===== config.mk =====
export PLATFORM = sky130hd
export DESIGN_NAME = mult_div_unit_flat
export DESIGN_NICKNAME = d
export VERILOG_FILES = /design/src/rtl/mult_div_unit_if.sv /design/src/rtl/mult_div_unit.sv /design/src/flat_wrapper.sv
export SDC_FILE = /design/constraint.sdc
export NUM_CORES = 1
export LEC_CHECK = 0
export ABC_CLOCK_PERIOD_IN_PS = 5400
export CAP_MARGIN = 20
export CORE_UTILIZATION = 60
export CTS_BUF_LIST = sky130_fd_sc_hd__clkbuf_4 sky130_fd_sc_hd__clkbuf_8 sky130_fd_sc_hd__clkbuf_16
export DETAILED_ROUTE_END_ITERATION = 16
export PLACE_DENSITY = 0.82
export SLEW_MARGIN = 20
export SYNTH_ARGS = -nofsm -noshare
export SYNTH_HDL_FRONTEND = slang
export SYNTH_SLANG_ARGS = --single-unit

===== constraint.sdc =====
create_clock -name clk -period 5.4 [get_ports clk]
set_clock_uncertainty 0.1 [all_clocks]
set_input_delay 1.62 -clock clk [delete_from_list [all_inputs] [get_ports clk]]
set_output_delay 1.62 -clock clk [all_outputs]
set_load 0.005 [all_outputs]

===== src/rtl/mult_div_unit_if.sv =====
// mult_div_unit_if: start/busy/done handshake and HI/LO result bus of the multiply/divide unit
// master (control unit): drives start_mult, start_div, a, b; reads hi, lo, busy, done, div_zero
// slave (mult_div_unit): the reverse directions
interface mult_div_unit_if #(parameter int WIDTH = 32);
    logic             start_mult;
    logic             start_div;
    logic [WIDTH-1:0] a;
    logic [WIDTH-1:0] b;
    logic [WIDTH-1:0] hi;
    logic [WIDTH-1:0] lo;
    logic             busy;
    logic             done;
    logic             div_zero;
    modport master (output start_mult, start_div, a, b, input hi, lo, busy, done, div_zero);
    modport slave (input start_mult, start_div, a, b, output hi, lo, busy, done, div_zero);
endinterface


===== src/rtl/mult_div_unit.sv =====
// mult_div_unit: iterative signed Booth multiply / restoring divide with HI/LO registers
// clk: rising-edge clock; reset: synchronous active-low reset
// bus (slave): start_mult/start_div requests with operands a/b; hi/lo results; busy, done, div_zero status
module mult_div_unit #(
    parameter int WIDTH = 32,
    parameter int ITER  = WIDTH
) (
    input logic            clk,
    input logic            reset,
    mult_div_unit_if.slave bus
);
    localparam int CW = $clog2(ITER) + 1;
    typedef enum logic [2:0] {IDLE, MUL, DIV, FIX, DONE} state_t;
    state_t           r_state, w_next;
    logic [WIDTH:0]   r_acc;
    logic [WIDTH-1:0] r_q, r_m, r_hi, r_lo;
    logic             r_q1, r_div, r_negq, r_negr, r_dz;
    logic [CW-1:0]    r_cnt;
    logic             w_busy, w_last, w_start;
    logic [WIDTH:0]   w_mext, w_bsum, w_shift, w_trial;
    logic [WIDTH-1:0] w_abs_a, w_abs_b;
    assign w_busy  = r_state == MUL || r_state == DIV || r_state == FIX;
    assign w_last  = r_cnt == CW'(ITER - 1);
    assign w_start = bus.start_mult || bus.start_div;
    assign w_abs_a = bus.a[WIDTH-1] ? -bus.a : bus.a;
    assign w_abs_b = bus.b[WIDTH-1] ? -bus.b : bus.b;
    // Booth accumulator is one bit wider so that subtracting the most negative multiplicand cannot overflow
    assign w_mext  = {r_m[WIDTH-1], r_m};
    assign w_bsum  = ({r_q[0], r_q1} == 2'b01) ? r_acc + w_mext :
                     ({r_q[0], r_q1} == 2'b10) ? r_acc - w_mext : r_acc;
    // Restoring step: a set top bit of the trial difference means it went negative
    assign w_shift = {r_acc[WIDTH-1:0], r_q[WIDTH-1]};
    assign w_trial = w_shift - {1'b0, r_m};
    assign bus.hi       = r_hi;
    assign bus.lo       = r_lo;
    assign bus.busy     = w_busy;
    assign bus.done     = r_state == DONE;
    assign bus.div_zero = r_state == DONE && r_dz;
    always_comb begin
        w_next = r_state;
        case (r_state)
            IDLE, DONE: w_next = bus.start_mult ? MUL : bus.start_div ? DIV : IDLE;
            MUL:        w_next = w_last ? FIX : MUL;
            DIV:        w_next = (r_m == '0) ? DONE : w_last ? FIX : DIV;
            FIX:        w_next = DONE;
            default:    w_next = IDLE;
        endcase
    end
    always_ff @(posedge clk) begin
        if (!reset) r_state <= IDLE;
        else        r_state <= w_next;
    end
    always_ff @(posedge clk) begin
        if (!reset) begin
            r_acc  <= '0;
            r_q    <= '0;
            r_m    <= '0;
            r_hi   <= '0;
            r_lo   <= '0;
            r_q1   <= 1'b0;
            r_div  <= 1'b0;
            r_negq <= 1'b0;
            r_negr <= 1'b0;
            r_dz   <= 1'b0;
            r_cnt  <= '0;
        end else begin
            case (r_state)
                IDLE, DONE: if (w_start) begin
                    r_acc  <= '0;
                    r_q1   <= 1'b0;
                    r_cnt  <= '0;
                    r_dz   <= 1'b0;
                    r_div  <= !bus.start_mult;
                    r_q    <= bus.start_mult ? bus.a : w_abs_a;
                    r_m    <= bus.start_mult ? bus.b : w_abs_b;
                    r_negq <= bus.a[WIDTH-1] ^ bus.b[WIDTH-1];
                    r_negr <= bus.a[WIDTH-1];
                end
                MUL: begin
                    r_acc <= {w_bsum[WIDTH], w_bsum[WIDTH:1]};
                    r_q   <= {w_bsum[0], r_q[WIDTH-1:1]};
                    r_q1  <= r_q[0];
                    r_cnt <= r_cnt + CW'(1);
                end
                DIV: if (r_m == '0) r_dz <= 1'b1;
                else begin
                    r_acc <= w_trial[WIDTH] ? w_shift : w_trial;
                    r_q   <= {r_q[WIDTH-2:0], !w_trial[WIDTH]};
                    r_cnt <= r_cnt + CW'(1);
                end
                FIX: begin
                    r_hi <= (r_div && r_negr) ? -r_acc[WIDTH-1:0] : r_acc[WIDTH-1:0];
                    r_lo <= (r_div && r_negq) ? -r_q : r_q;
                end
                default: ;
            endcase
        end
    end
endmodule

===== src/flat_wrapper.sv =====
// flat-port wrapper written by rule: the top's interface ports become plain ports
module mult_div_unit_flat 
#(
    parameter int WIDTH = 32,
    parameter int ITER  = WIDTH
)
  (clk, reset, bus_start_mult, bus_start_div, bus_a, bus_b, bus_hi, bus_lo, bus_busy, bus_done, bus_div_zero);
  mult_div_unit_if #(.WIDTH(WIDTH)) bus_i ();
  input logic clk;
  input logic reset;
  input wire logic [$bits(bus_i.start_mult)-1:0] bus_start_mult;
  input wire logic [$bits(bus_i.start_div)-1:0] bus_start_div;
  input wire logic [$bits(bus_i.a)-1:0] bus_a;
  input wire logic [$bits(bus_i.b)-1:0] bus_b;
  output wire logic [$bits(bus_i.hi)-1:0] bus_hi;
  output wire logic [$bits(bus_i.lo)-1:0] bus_lo;
  output wire logic [$bits(bus_i.busy)-1:0] bus_busy;
  output wire logic [$bits(bus_i.done)-1:0] bus_done;
  output wire logic [$bits(bus_i.div_zero)-1:0] bus_div_zero;
  assign bus_i.start_mult = bus_start_mult;
  assign bus_i.start_div = bus_start_div;
  assign bus_i.a = bus_a;
  assign bus_i.b = bus_b;
  assign bus_hi = bus_i.hi;
  assign bus_lo = bus_i.lo;
  assign bus_busy = bus_i.busy;
  assign bus_done = bus_i.done;
  assign bus_div_zero = bus_i.div_zero;
  mult_div_unit #(.WIDTH(WIDTH), .ITER(ITER)) u_core (.clk(clk), .reset(reset), .bus(bus_i));
endmodule

# Word level (Yosys, flattened, before mapping)
# Cells that the tools add are included.
# Widths: inputs -> output; s select.
[op_classes]
n_eq_ne = 10
bitwise_logic = 1
add_sub_neg = 8
muxes = 28
n_reduce_logical = 18
[ops]
columns = ["operator", "count"]
rows = [
  ["$mux 32", 8],
  ["$mux 33", 5],
  ["$neg 32->32", 4],
  ["$pmux 33 s3", 1],
  ["$pmux 32 s3", 1],
  ["$add 33x33->33", 1],
  ["$sub 33x32->33", 1],
  ["$sub 33x33->33", 1],
  ["$logic_not 32->1", 1],
  ["$pmux 6 s3", 1],
  ["$mux 6", 2],
  ["$pmux 3 s4", 1],
  ["$add 6x1->6 const B", 1],
  ["$eq 3x2->1 const B", 2],
  ["$eq 6x5->1 const B", 1],
  ["$mux 3", 2],
  ["$reduce_and 3->1", 2],
  ["$mux 2", 2],
  ["$ne 2x2->1 const B", 2],
  ["$pmux 1 s2", 2],
  ["$reduce_and 2->1", 2],
  ["$reduce_bool 2->1", 2],
  ["$eq 3x1->1 const B", 1],
  ["$eq 3x3->1 const B", 1],
  ["other kinds (11)", 18],
]
[word_totals]
in_bits = 68
ff_bits = 175
out_inout_bits = 67
word_cells = 77

# Longest topological paths before layout
# Gate-level depths: netlist of run 1.
[logic_depth]
ltp_word = 5
depth_mapped = 23
mapped_depth_nobuf = 22

# Worst setup path after synthesis of run 1
# No wires, ideal clock.
[synth_path]
path_kind = "reg2reg"
start = "reg u_core.r_m[2]"
end = "reg u_core.r_acc[13]"
required_time_ns = 5.172
setup_time_ns = 0.128
stages_incl_launch_ff = 21
slack_ns = 1.281
synth_period_minus_slack_ns = 4.119
t_arrival_ns = 3.891
n_path_buf = 3
cell_sequence = "dfxtp_1 -> inv_1 -> ha_1 -> nor2b_1 -> o31a_1 -> o21ai_0 -> nand3_1 -> o21ai_1 -> or4_1 -> nand4_1 -> a31oi_1 -> nor2b_1 -> o21ai_0 -> nand2b_1 -> ha_1 -> clkbuf_1 -> clkbuf_1 -> clkbuf_1 -> a21oi_1 -> a221oi_1 -> nor2_1"
[synth_via]
elab_chain_cells = 4
elab_cells_between_ends = 11
classes_between = "add/sub (3); eq/ne (1); mux (5); reduce/logical (2)"
[synth_rtl]
columns = ["item", "line_no", "source"]
rows = [
  ["start: declaration", "mult_div_unit.sv:16", "logic [WIDTH-1:0] r_q, r_m, r_hi, r_lo;"],
  ["start signal: assignment", "mult_div_unit.sv:75", "r_m <= bus.start_mult ? bus.b : w_abs_b;"],
  ["$sub 33x32->33 / $sub 33x33->33 (equally long branches)", "mult_div_unit.sv:33, mult_div_unit.sv:30", ""],
  ["$mux 33, on equally long branches", "mult_div_unit.sv:87, mult_div_unit.sv:30", ""],
  ["$mux 33, on equally long branches", "mult_div_unit.sv:85, mult_div_unit.sv:29", ""],
  ["$pmux 33 s3", "mult_div_unit.sv:67", "case (r_state)"],
  ["end signal: assignment", "mult_div_unit.sv:80", "r_acc <= {w_bsum[WIDTH], w_bsum[WIDTH:1]};"],
  ["end signal: assignment", "mult_div_unit.sv:87", "r_acc <= w_trial[WIDTH] ? w_shift : w_trial;"],
  ["end: declaration", "mult_div_unit.sv:15", "logic [WIDTH:0] r_acc;"],
]
# Several ways; a longest one is shown, not always the timed one. The select of a mux whose other input is x is not followed.
# A chain may end at the register's enable or synchronous reset.

# Worst setup path in the final report of run 1
[layout_path]
start = "reg u_core.r_acc[1]"
end = "reg u_core.r_acc[26]"
[layout_via]
elab_chain_cells = 4
elab_cells_between_ends = 8
classes_between = "add/sub (3); mux (5)"
[layout_rtl]
columns = ["item", "line_no"]
rows = [
  ["$sub 33x32->33 / $sub 33x33->33 (equally long branches)", "mult_div_unit.sv:33, mult_div_unit.sv:30"],
  ["$mux 33, on equally long branches", "mult_div_unit.sv:87, mult_div_unit.sv:30"],
  ["$mux 33, on equally long branches", "mult_div_unit.sv:85, mult_div_unit.sv:29"],
  ["$pmux 33 s3 (*)", "mult_div_unit.sv:67"],
]
# Mark *: on every way between the ends. The rest lies on a longest branch, timed or not. The select of a mux whose other input is x is not followed.

==> flow_metrics.env, run 1 <==
export IMPL_synth_compound_area_share_pct=31.3
export IMPL_min_path_cells=2
export IMPL_synth_fa_ha_area_share_pct=8.69
export IMPL_holdCritStartpoint="u_core.bus.lo[21]$_SDFFE_PN0P_"
export IMPL_grt_ovfl_total=0
export IMPL_fin_crit_ns=4.83
export IMPL_cts_clk_slew_worst_paths_ns=0.08
export IMPL_cp_start_kind="flip-flop"
export IMPL_final_area_sq_um=17500
export IMPL_synth_distinct_cells=82
export IMPL_io_buffers=134
export IMPL_htreeDepth=4
export IMPL_drive_above_1_share_pct=4.74
export IMPL_max_slew_worst_pin_slew_ns=1.07
export IMPL_globalplace_congestion=0.965
export IMPL_worstSkewPairLatency_ns=0.45
export IMPL_syn_num_nets=2287
export IMPL_synthXorXnorAreaFrac_pct=9.97
export IMPL_status="finished clean"
export IMPL_muxShareOfSynthArea_pct=1.27
export IMPL_cts_hold_buf=0
export IMPL_fmax_mhz=207
export IMPL_clock_root_buffer="clkbuf_16"
export IMPL_worstSetupEndpointType="flip-flop"
export IMPL_netlist_area_sq_um=15400
export IMPL_grt_max_degree=135
export IMPL_core_area_sq_um=25200
export IMPL_placementRows=58
export IMPL_grt_pass1_vias=15452
export IMPL_die_h_um=162
export IMPL_synthArstFlopShare_pct=0
export IMPL_crit_type="flip-flop to flip-flop"
export IMPL_r2r_start="u_core.r_acc[1]$_SDFFE_PN0P_"
export IMPL_reg2reg_slack_ns=0.57
export IMPL_avgSynthCellArea_sq_um=7.27
export IMPL_p_leak_nw=6.54
export IMPL_antenna_found_initial=0
export IMPL_hold_class="flip-flop to flip-flop"
export IMPL_vdd_drop_max_v=0.000262
export IMPL_grtUsageTotal_pct=38.7
export IMPL_wl_per_cell_um=20.5
export IMPL_maxSlewHeadroom_pct=28.5
export IMPL_required_ns=5.69
export IMPL_whs_endpoint="u_core.bus.lo[21]$_SDFFE_PN0P_"
export IMPL_synth_top_family_by_area="compound AO/OA/AOI/OAI gates"
export IMPL_tritoncts="built"
export IMPL_finalWirelength_mm=51.2
export IMPL_die_area_sq_um=26300
export IMPL_setup_viol=0
export IMPL_ant_nets=0
export IMPL_rr_worst_depth=19
export IMPL_yosys_area_share_simple_pct=20.2
export IMPL_reg2reg_to="u_core.r_acc[26]$_SDFFE_PN0P_"
export IMPL_grt_pass1_wl_mm=81.2
export IMPL_clock_sinks=175
export IMPL_clockBufferDepth=2
export IMPL_yosysWarnings=0
export IMPL_diodes=0
export IMPL_via_per_inst=6.64
export IMPL_initial_utilization_pct=61.0
export IMPL_powerDensity_nw_per_um2=335
export IMPL_ys_seq_elements=175
export IMPL_nets=2332
export IMPL_post_cts_setup_buffer_count=0
export IMPL_via_count=16614
export IMPL_numCtsBuffers=17
export IMPL_maxCapViolations=0
export IMPL_pin_count=135
export IMPL_syn_to_final_growth_pct=14.0
export IMPL_ctsResizeCount=0
export IMPL_firstDrtPassIters=8
export IMPL_rsz0062_at_grt="false"
export IMPL_dpl_cell_area_sq_um=16900
export IMPL_finalSetupTns_ns=0
export IMPL_dr_first_iter_drc_count=1790
export IMPL_synth_ff_type="dfxtp_1"
export IMPL_synth_edff_count=0
export IMPL_post_dp_hpwl_mm=38.3
export IMPL_fin_crit_sh_pct=89.4
export IMPL_cp_max_fo=32
export IMPL_slew_viol_final=0
export IMPL_final_fill_count=2108
export IMPL_syn_inst=2114
export IMPL_drc=0
export IMPL_hold_viol=0
export IMPL_worstPathArrival_ns=5.12
export IMPL_yosysSeqAreaShare_pct=22.8
export IMPL_die_w_um=162
Yosys cell counts, types with 15 or more instances:
cell type	count	area, sq um
a211oi_1	106	796
a21o_1	24	180
a21oi_1	215	1080
a221oi_1	44	385
a31oi_1	19	119
and3_1	17	106
clkbuf_1	123	462
dfxtp_1	175	3500
ha_1	102	1280
inv_1	80	300
mux2i_1	15	150
nand2_1	148	556
nand2b_1	20	125
nand3_1	35	175
nand4_1	16	100
nor2_1	266	998
nor2b_1	21	131
nor3_1	45	225
nor4_1	26	163
o211ai_1	15	113
o21ai_0	158	791
o21bai_1	17	128
o31ai_1	22	165
or3_1	23	144
xnor2_1	115	1010
xor2_1	60	526
flip-flops by register name (all words and copies together) (netlist names):
name            count
u_core.r_dz         1
u_core.r_negr       1
u_core.r_acc       33
u_core.r_negq       1
u_core.bus.hi      32
u_core.r_state      3
u_core.bus.lo      32
u_core.r_m         32
u_core.r_q         32
u_core.r_q1         1
u_core.r_cnt        6
u_core.r_div        1
worst max path at each step:
stage	cells after the start	endpoint	from	slack [ns]
after floorplan	20	u_core.r_acc[13]$_SDFFE_PN0P_	u_core.r_m[2]$_SDFFE_PN0P_	1.28
after global placement	9	u_core.r_q[31]$_SDFFE_PN0P_	bus_a[2]	0.78
after detailed placement	9	u_core.r_q[31]$_SDFFE_PN0P_	bus_a[2]	0.67
after CTS	20	u_core.r_acc[26]$_SDFFE_PN0P_	u_core.r_acc[0]$_SDFFE_PN0P_	0.71
after global routing	20	u_core.r_acc[26]$_SDFFE_PN0P_	u_core.r_acc[0]$_SDFFE_PN0P_	0.32
final	19	u_core.r_acc[26]$_SDFFE_PN0P_	u_core.r_acc[1]$_SDFFE_PN0P_	0.57
routing by layer:
metal  vias to the layer above  GRT usage (%)  routed length (um)
met4                         0           19.3                2430
met1                      7772           49.7               21200
met2                       841           62.3               23100
met3                       174           6.89                4480
li1                       7827              -                   -
met5                         -              0                   0
per-stage QoR:
step | hold slack (ns) | power, mW | setup slack, ns | std cells | util [%]
5_1_grt | 0.374 | 6.20 | 0.323 | 2502 | 69.6
6_report | 0.358 | 5.87 | 0.574 | 2502 | 69.6
3_5_place_dp | 0.346 | 4.42 | 0.673 | 2470 | 67.0
2_1_floorplan | 0.338 | 3.67 | 1.28 | 2114 | -
4_1_cts | 0.357 | 5.79 | 0.712 | 2502 | 69.6
3_3_place_gp | 0.341 | 4.36 | 0.779 | 2470 | 67.0
kinds of logic (layout without fill, tap and decap cells):
family,after synthesis,count (layout)
compound gates,748,748
fa+ha+maj,105,105
buf+inv,227,285
xor+xnor,175,175
simple gates,665,665
flops,175,175
mux,19,19
power by group:
part / switching (mW) / total, mW / leakage (nW) / internal [mW]
clock: 0.651 / 1.38 / 0.316 / 0.724
combinational: 1.75 / 2.88 / 4.79 / 1.13
sequential: 0.210 / 1.62 / 1.43 / 1.41
total: 2.61 / 5.87 / 6.54 / 3.26
worst max-delay path: stages (launching register included):
cell and delay (ns):
dfxtp_1 0.65, ha_1 0.39, nor2b_1 0.17, o31a_1 0.27
o21ai_0 0.18, nand3_1 0.14, o21ai_1 0.14, buf_4 0.17
or4_1 0.15, nand4_1 0.11, a31oi_1 0.28, nor2b_1 0.08
o21ai_0 0.15, nand2b_1 0.08, ha_1 0.30, buf_4 0.28
nor2_1 0.59, a21oi_1 0.15, a221oi_1 0.26, or2_1 0.12
final cells by class:
type | count | area (sq um) | area share (%)
Inverter | 84 | 318 | 1.81
Sequential cell | 175 | 3500 | 20.0
Clock buffer | 17 | 425 | 2.43
Clock inverter | 15 | 231 | 1.32
Timing Repair Buffer | 169 | 1630 | 9.30
Tap cell | 330 | 413 | 2.36
Multi-Input combinational cell | 1712 | 11000 | 62.8
cell usage in the layout, fill, tap and decap left out, drive strengths merged, types with 18 or more instances in the layout:
cell type / n
dfxtp: 175
nand3: 35
o21ai: 172
a21oi: 216
nor2b: 21
ha: 102
inv: 88
nor4: 27
clkdlybuf4s50: 134
a221oi: 45
buf: 35
a31oi: 19
nor3: 46
a211oi: 108
a21o: 24
o31ai: 25
nand2b: 20
and3: 18
or3: 23
xnor2: 115
nor2: 266
nand2: 148
xor2: 60
(Power assumes the default switching activity.)
==> run 2, diff against run 1 <==
--- a/config.mk
+++ b/config.mk
@@ -11,6 +11,7 @@
 export CTS_BUF_LIST = sky130_fd_sc_hd__clkbuf_4 sky130_fd_sc_hd__clkbuf_8 sky130_fd_sc_hd__clkbuf_16
 export DETAILED_ROUTE_END_ITERATION = 16
 export PLACE_DENSITY = 0.82
+export RECOVER_POWER = 25
 export SLEW_MARGIN = 20
 export SYNTH_ARGS = -nofsm -noshare
 export SYNTH_HDL_FRONTEND = slang
==> run 2 against run 1 <==
The flow now finishes with violations (max-capacitance violations, max-slew violations). Final cell count did not move. Register-to-register slack barely moved. Clock power barely moved. Total power barely moved. Via count fell by 0.16%. Non-clock buffer count did not move. Highest routed layer unchanged.
==> flow_metrics.env, run 2 (synthesis gave the netlist of run 1 again) <==
export IMPL_worstPathArrival_ns=5.06
export IMPL_cts_hold_buf=0
export IMPL_setup_viol=0
export IMPL_internal_power_mw=3.26
export IMPL_pre_cts_slack_ns=0.673
export IMPL_firstDrtPassIters=6
export IMPL_core_area_sq_um=25200
export IMPL_globalplace_congestion=0.965
export IMPL_cp_start_kind="input pin"
export IMPL_slew_viol_final=35
export IMPL_p_leak_nw=6.62
export IMPL_placementRows=58
export IMPL_largest_register="u_core.r_acc"
export IMPL_drive_above_1_share_pct=4.70
export IMPL_drc=0
export IMPL_layout_common_cells="265 x nor2_1, 215 x a21oi_1, 175 x dfxtp_1, 157 x o21ai_0, 147 x nand2_1"
export IMPL_worstSetupEndpointType="flip-flop"
export IMPL_wl_per_cell_um=20.4
export IMPL_power_frac_comb_pct=49.0
export IMPL_rsz0062_at_grt="false"
export IMPL_cts_clk_slew_worst_paths_ns=0.08
export IMPL_syn_to_final_growth_pct=14.0
export IMPL_dr_first_iter_drc_count=1785
export IMPL_nets=2332
export IMPL_tritoncts="built"
export IMPL_initial_utilization_pct=61.0
export IMPL_via_per_inst=6.63
export IMPL_rr_worst_depth=21
export IMPL_fin_crit_sh_pct=90.8
export IMPL_clockBufferDepth=2
export IMPL_power_switching_mw=2.61
export IMPL_hold_viol=0
export IMPL_clock_root_buffer="clkbuf_16"
export IMPL_crit_type="input pin to flip-flop"
export IMPL_grtUsageTotal_pct=38.7
export IMPL_grt_pass1_wl_mm=81.2
export IMPL_required_ns=5.56
export IMPL_diodes=0
export IMPL_fmax_mhz=204
export IMPL_critPathTopFamily="buffers and inverters"
export IMPL_final_setup_worst_slack_ns=0.497
export IMPL_die_h_um=162
export IMPL_hold_class="flip-flop to flip-flop"
export IMPL_vdd_drop_max_v=0.000262
export IMPL_min_path_cells=2
export IMPL_numCtsBuffers=17
export IMPL_ant_nets=0
export IMPL_fin_crit_ns=4.90
export IMPL_crit_chain="dlygate4sd3_1, clkbuf_1, inv_4, buf_12, a311oi_1"
export IMPL_via_count=16587
export IMPL_die_w_um=162
export IMPL_critPathSlowestCell="clkbuf_1"
export IMPL_p_sw_share_pct=44.4
export IMPL_grt_max_degree=135
export IMPL_grt_pass1_vias=15452
export IMPL_grt_ovfl_total=0
export IMPL_antenna_found_initial=0
export IMPL_clock_sinks=175
export IMPL_layout_commonest_cell="nor2_1"
export IMPL_status="finished, violations left"
export IMPL_pin_count=135
export IMPL_finalWirelength_mm=51.2
export IMPL_maxCapViolations=1
export IMPL_die_area_sq_um=26300
export IMPL_worstSkewPairLatency_ns=0.44
export IMPL_io_buffers=134
export IMPL_cp_num_buf_inv=4
export IMPL_post_dp_hpwl_mm=38.3
export IMPL_violations="max-capacitance violations, max-slew violations"
export IMPL_finalSetupTns_ns=0
export IMPL_maxSlewHeadroom_pct=-30.0
export IMPL_htreeDepth=4
export IMPL_post_cts_setup_buffer_count=0
export IMPL_cp_depth=5
export IMPL_max_slew_worst_pin_slew_ns=1.95
export IMPL_pwr_share_clk_pct=23.4
export IMPL_power_sequential_fraction_pct=27.6
export IMPL_largest_register_ffs=33
export IMPL_max_stage_delay_ns=1.39
export IMPL_cp_max_fo=134
export IMPL_powerDensity_nw_per_um2=335
export IMPL_ctsResizeCount=0
==> run 2: changes by cell type in the layout (fill, tap and decap cells not counted), sizes merged <==
cell           previous run  this run
clkbuf                   17        18
clkdlybuf4s50           134       109
buf                      35        34
dlygate4sd3               0        25
==> run 2: cell type report <==
class                           instances  area [sq um]
Tap cell                              330           413
Inverter                               84           318
Clock inverter                         15           231
Timing Repair Buffer                  169          1630
Fill cell                            2107          7660
Sequential cell                       175          3500
Multi-Input combinational cell       1712         11000
Clock buffer                           17           425
==> run 2: final timing paths <==
| path | start | to | slack (ns) |
|---|---|---|---|
| worst min register to register | u_core.bus.lo[23]$_SDFFE_PN0P_ | u_core.bus.lo[23]$_SDFFE_PN0P_ | 0.36 |
| worst min-delay path | u_core.bus.lo[23]$_SDFFE_PN0P_ | u_core.bus.lo[23]$_SDFFE_PN0P_ | 0.36 |
| worst max-delay path | reset | u_core.r_m[19]$_SDFFE_PN0P_ | 0.50 |
| worst max register to register | u_core.r_acc[0]$_SDFFE_PN0P_ | u_core.r_acc[20]$_SDFFE_PN0P_ | 0.57 |
==> run 2: power by group through the flow <==
stage / combinational (mW) / sequential (mW) / clock (mW)
2_1_floorplan: 2.09 / 1.57 / 0
3_3_place_gp: 2.73 / 1.64 / 0
3_5_place_dp: 2.78 / 1.64 / 0
4_1_cts: 2.81 / 1.61 / 1.38
5_1_grt: 3.13 / 1.64 / 1.43
6_report: 2.87 / 1.62 / 1.37
==> run 2: stage by stage <==
| stage | instance area (sq um) | cells | total power, mW | hold slack, ns | utilization (%) |
|---|---|---|---|---|---|
| floorplan | 15400 | 2114 | 3.67 | 0.338 | - |
| global placement | 16900 | 2470 | 4.36 | 0.341 | 67.0 |
| detailed placement | 16900 | 2470 | 4.42 | 0.346 | 67.0 |
| CTS | 17500 | 2502 | 5.79 | 0.357 | 69.6 |
| global route | 17500 | 2502 | 6.20 | 0.371 | 69.6 |
| finish | 17500 | 2502 | 5.87 | 0.355 | 69.6 |
==> run 2: tightest hold or removal path: stages, from the launching register on <==
cell,delay [ns]
dfxtp_1,0.31
nand2_1,0.05
a21oi_1,0.05
==> run 2: metal layers <==
metal  wire [um]  up-vias  share of wire, %  GRT usage [%]
li1            -     7830                 -              -
met1       21300     7743                42           49.7
met2       23100      848                45           62.3
met3        4360      166               8.5           6.89
met4        2390        0               4.7           19.3
met5           0        -                 0              0
==> run 3, diff against run 2 <==
--- a/config.mk
+++ b/config.mk
@@ -10,6 +10,7 @@
 export CORE_UTILIZATION = 60
 export CTS_BUF_LIST = sky130_fd_sc_hd__clkbuf_4 sky130_fd_sc_hd__clkbuf_8 sky130_fd_sc_hd__clkbuf_16
 export DETAILED_ROUTE_END_ITERATION = 16
+export GPL_ROUTABILITY_DRIVEN = 0
 export PLACE_DENSITY = 0.82
 export RECOVER_POWER = 25
 export SLEW_MARGIN = 20
==> run 3 against run 2 <==
The flow still finishes with violations (max-capacitance violations, max-slew violations). Largest cell class unchanged. Highest routed layer unchanged. Critical endpoint is now u_core.r_acc[26]$_SDFFE_PN0P_. First-iteration DRC count rose by 15%. Design area fell by 0.58%. Maximum frequency is 1.6% higher.
==> flow_metrics.env, run 3 (synthesis gave the netlist of run 1 again) <==
export IMPL_status="finished, violations left"
export IMPL_violations="max-capacitance violations, max-slew violations"
export IMPL_p_leak_nw=6.48
export IMPL_numCtsBuffers=17
export IMPL_cp_start_kind="flip-flop"
export IMPL_crit_chain="inv_1, ha_1, fa_1, nor2b_1, o31a_1, o21ai_0, nand3_1, o21ai_1, buf_4, or4_1, nand4_1, a31oi_1, nor2b_1, o21ai_0, nand2b_1, ha_1, buf_4, nor2_1, a21oi_1, a221oi_1, or2_1"
export IMPL_fin_crit_sh_pct=89.3
export IMPL_cts_clk_slew_worst_paths_ns=0.08
export IMPL_max_slew_worst_pin_slew_ns=1.81
export IMPL_clockBufferDepth=2
export IMPL_grt_ovfl_total=0
export IMPL_instances_no_fill=2490
export IMPL_fmax_mhz=207
export IMPL_ctsResizeCount=0
export IMPL_finalSetupTns_ns=0
export IMPL_powerDensity_nw_per_um2=335
export IMPL_diodes=0
export IMPL_hold_viol=0
export IMPL_syn_to_final_growth_pct=13.3
export IMPL_dr_first_iter_drc_count=2054
export IMPL_max_stage_delay_ns=0.59
export IMPL_worstSkewPairLatency_ns=0.45
export IMPL_die_h_um=162
export IMPL_worstPathArrival_ns=5.11
export IMPL_drive_above_1_share_pct=4.17
export IMPL_nets=2320
export IMPL_ant_nets=0
export IMPL_firstDrtPassIters=6
export IMPL_vdd_drop_max_v=0.000257
export IMPL_met2_length_mm=21.8
export IMPL_initial_utilization_pct=61.0
export IMPL_slew_viol_final=174
export IMPL_worstSetupEndpointType="flip-flop"
export IMPL_wl_met3_mm=4.60
export IMPL_via_per_inst=6.69
export IMPL_placementRows=58
export IMPL_die_area_sq_um=26300
export IMPL_r2r_start="u_core.r_q[31]$_SDFFE_PN0P_"
export IMPL_grt_pass1_wl_mm=79.0
export IMPL_holdCritStartpoint="u_core.bus.lo[25]$_SDFFE_PN0P_"
export IMPL_clock_sinks=175
export IMPL_dp_cells=2458
export IMPL_hold_class="flip-flop to flip-flop"
export IMPL_cts_hold_buf=0
export IMPL_htreeDepth=4
export IMPL_maxSlewHeadroom_pct=-20.9
export IMPL_cp_max_fo=32
export IMPL_grtUsageTotal_pct=37.1
export IMPL_power_switching_mw=2.58
export IMPL_die_w_um=162
export IMPL_pwr_share_clk_pct=23.6
export IMPL_fin_util_pct=69.2
export IMPL_wl_per_cell_um=19.8
export IMPL_finalWirelength_mm=49.2
export IMPL_met1_length_mm=20.1
export IMPL_largest_register="u_core.r_acc"
export IMPL_core_area_sq_um=25200
export IMPL_via_count=16648
export IMPL_grt_pass1_vias=15688
export IMPL_power_sequential_fraction_pct=28.4
export IMPL_grt_max_degree=139
export IMPL_critPathTopFamily="simple AND/OR/NAND/NOR gates"
export IMPL_fin_crit_ns=4.82
export IMPL_p_sw_share_pct=44.3
export IMPL_crit_type="flip-flop to flip-flop"
export IMPL_clock_root_buffer="clkbuf_16"
export IMPL_pin_count=135
export IMPL_rsz0062_at_grt="false"
export IMPL_cp_num_buf_inv=3
export IMPL_antenna_found_initial=0
export IMPL_post_dp_hpwl_mm=35.9
export IMPL_largest_register_ffs=33
export IMPL_layout_common_cells="265 x nor2_1, 215 x a21oi_1, 175 x dfxtp_1, 157 x o21ai_0, 147 x nand2_1"
export IMPL_setup_viol=0
export IMPL_layout_commonest_cell="nor2_1"
export IMPL_post_cts_setup_buffer_count=0
export IMPL_drc=0
export IMPL_maxCapViolations=2
export IMPL_power_frac_comb_pct=48.0
export IMPL_internal_power_mw=3.25
export IMPL_critPathSlowestCell="nor2_1"
export IMPL_io_buffers=134
export IMPL_startpoint="u_core.r_q[31]$_SDFFE_PN0P_"
export IMPL_maxUsedRoutingLayer="met4"
export IMPL_tritoncts="built"
export IMPL_required_ns=5.69
-- run 3: worst register-to-register path: cells and delay by family, from the launching register on --
family | cells | cell delay [ns]
AO/OA/AOI/OAI | 7 | 1.00
AND/OR/NAND/NOR | 8 | 1.80
flip-flops | 1 | 0.45
adder cells (fa/ha/maj) | 3 | 0.89
buffers and inverters | 3 | 0.54
-- run 3: per-layer routing --
metal | vias to the layer above | GRT usage (%)
met1 | 7659 | 47.5
met2 | 959 | 57.9
met4 | 0 | 21.8
met5 | - | 0
met3 | 230 | 7.15
li1 | 7800 | -
-- run 3: power groups by stage --
stage	clock, mW	combinational, mW	sequential, mW
3_5_place_dp	0	2.68	1.67
2_1_floorplan	0	2.09	1.57
5_1_grt	1.42	3.05	1.67
6_report	1.38	2.80	1.65
4_1_cts	1.37	2.72	1.64
3_3_place_gp	0	2.62	1.66
-- run 3: final timing paths --
| check | end | slack, ns | depth (start not counted) |
|---|---|---|---|
| max | u_core.r_acc[26]$_SDFFE_PN0P_ | 0.58 | 21 |
| min | u_core.bus.lo[25]$_SDFFE_PN0P_ | 0.35 | 2 |
| max reg2reg | u_core.r_acc[26]$_SDFFE_PN0P_ | 0.58 | 21 |
| min reg2reg | u_core.bus.lo[25]$_SDFFE_PN0P_ | 0.35 | 2 |
-- run 3: metrics by stage --
step / hold slack, ns / worst slack (ns) / total power, mW / instance area (sq um)
after floorplan: 0.338 / 1.28 / 3.67 / 15400
after global placement: 0.342 / 0.792 / 4.28 / 16800
after detailed placement: 0.349 / 0.735 / 4.35 / 16800
after CTS: 0.358 / 0.689 / 5.72 / 17400
after global routing: 0.379 / 0.194 / 6.14 / 17400
final: 0.353 / 0.576 / 5.83 / 17400
-- run 3: area by class of cell --
type,count,area [sq um]
multi-input combinational,1712,11000
fill,2137,7760
sequential,175,3500
timing repair buffer,157,1540
clock buffer,17,425
tap,330,413
inverter,84,318
clock inverter,15,220
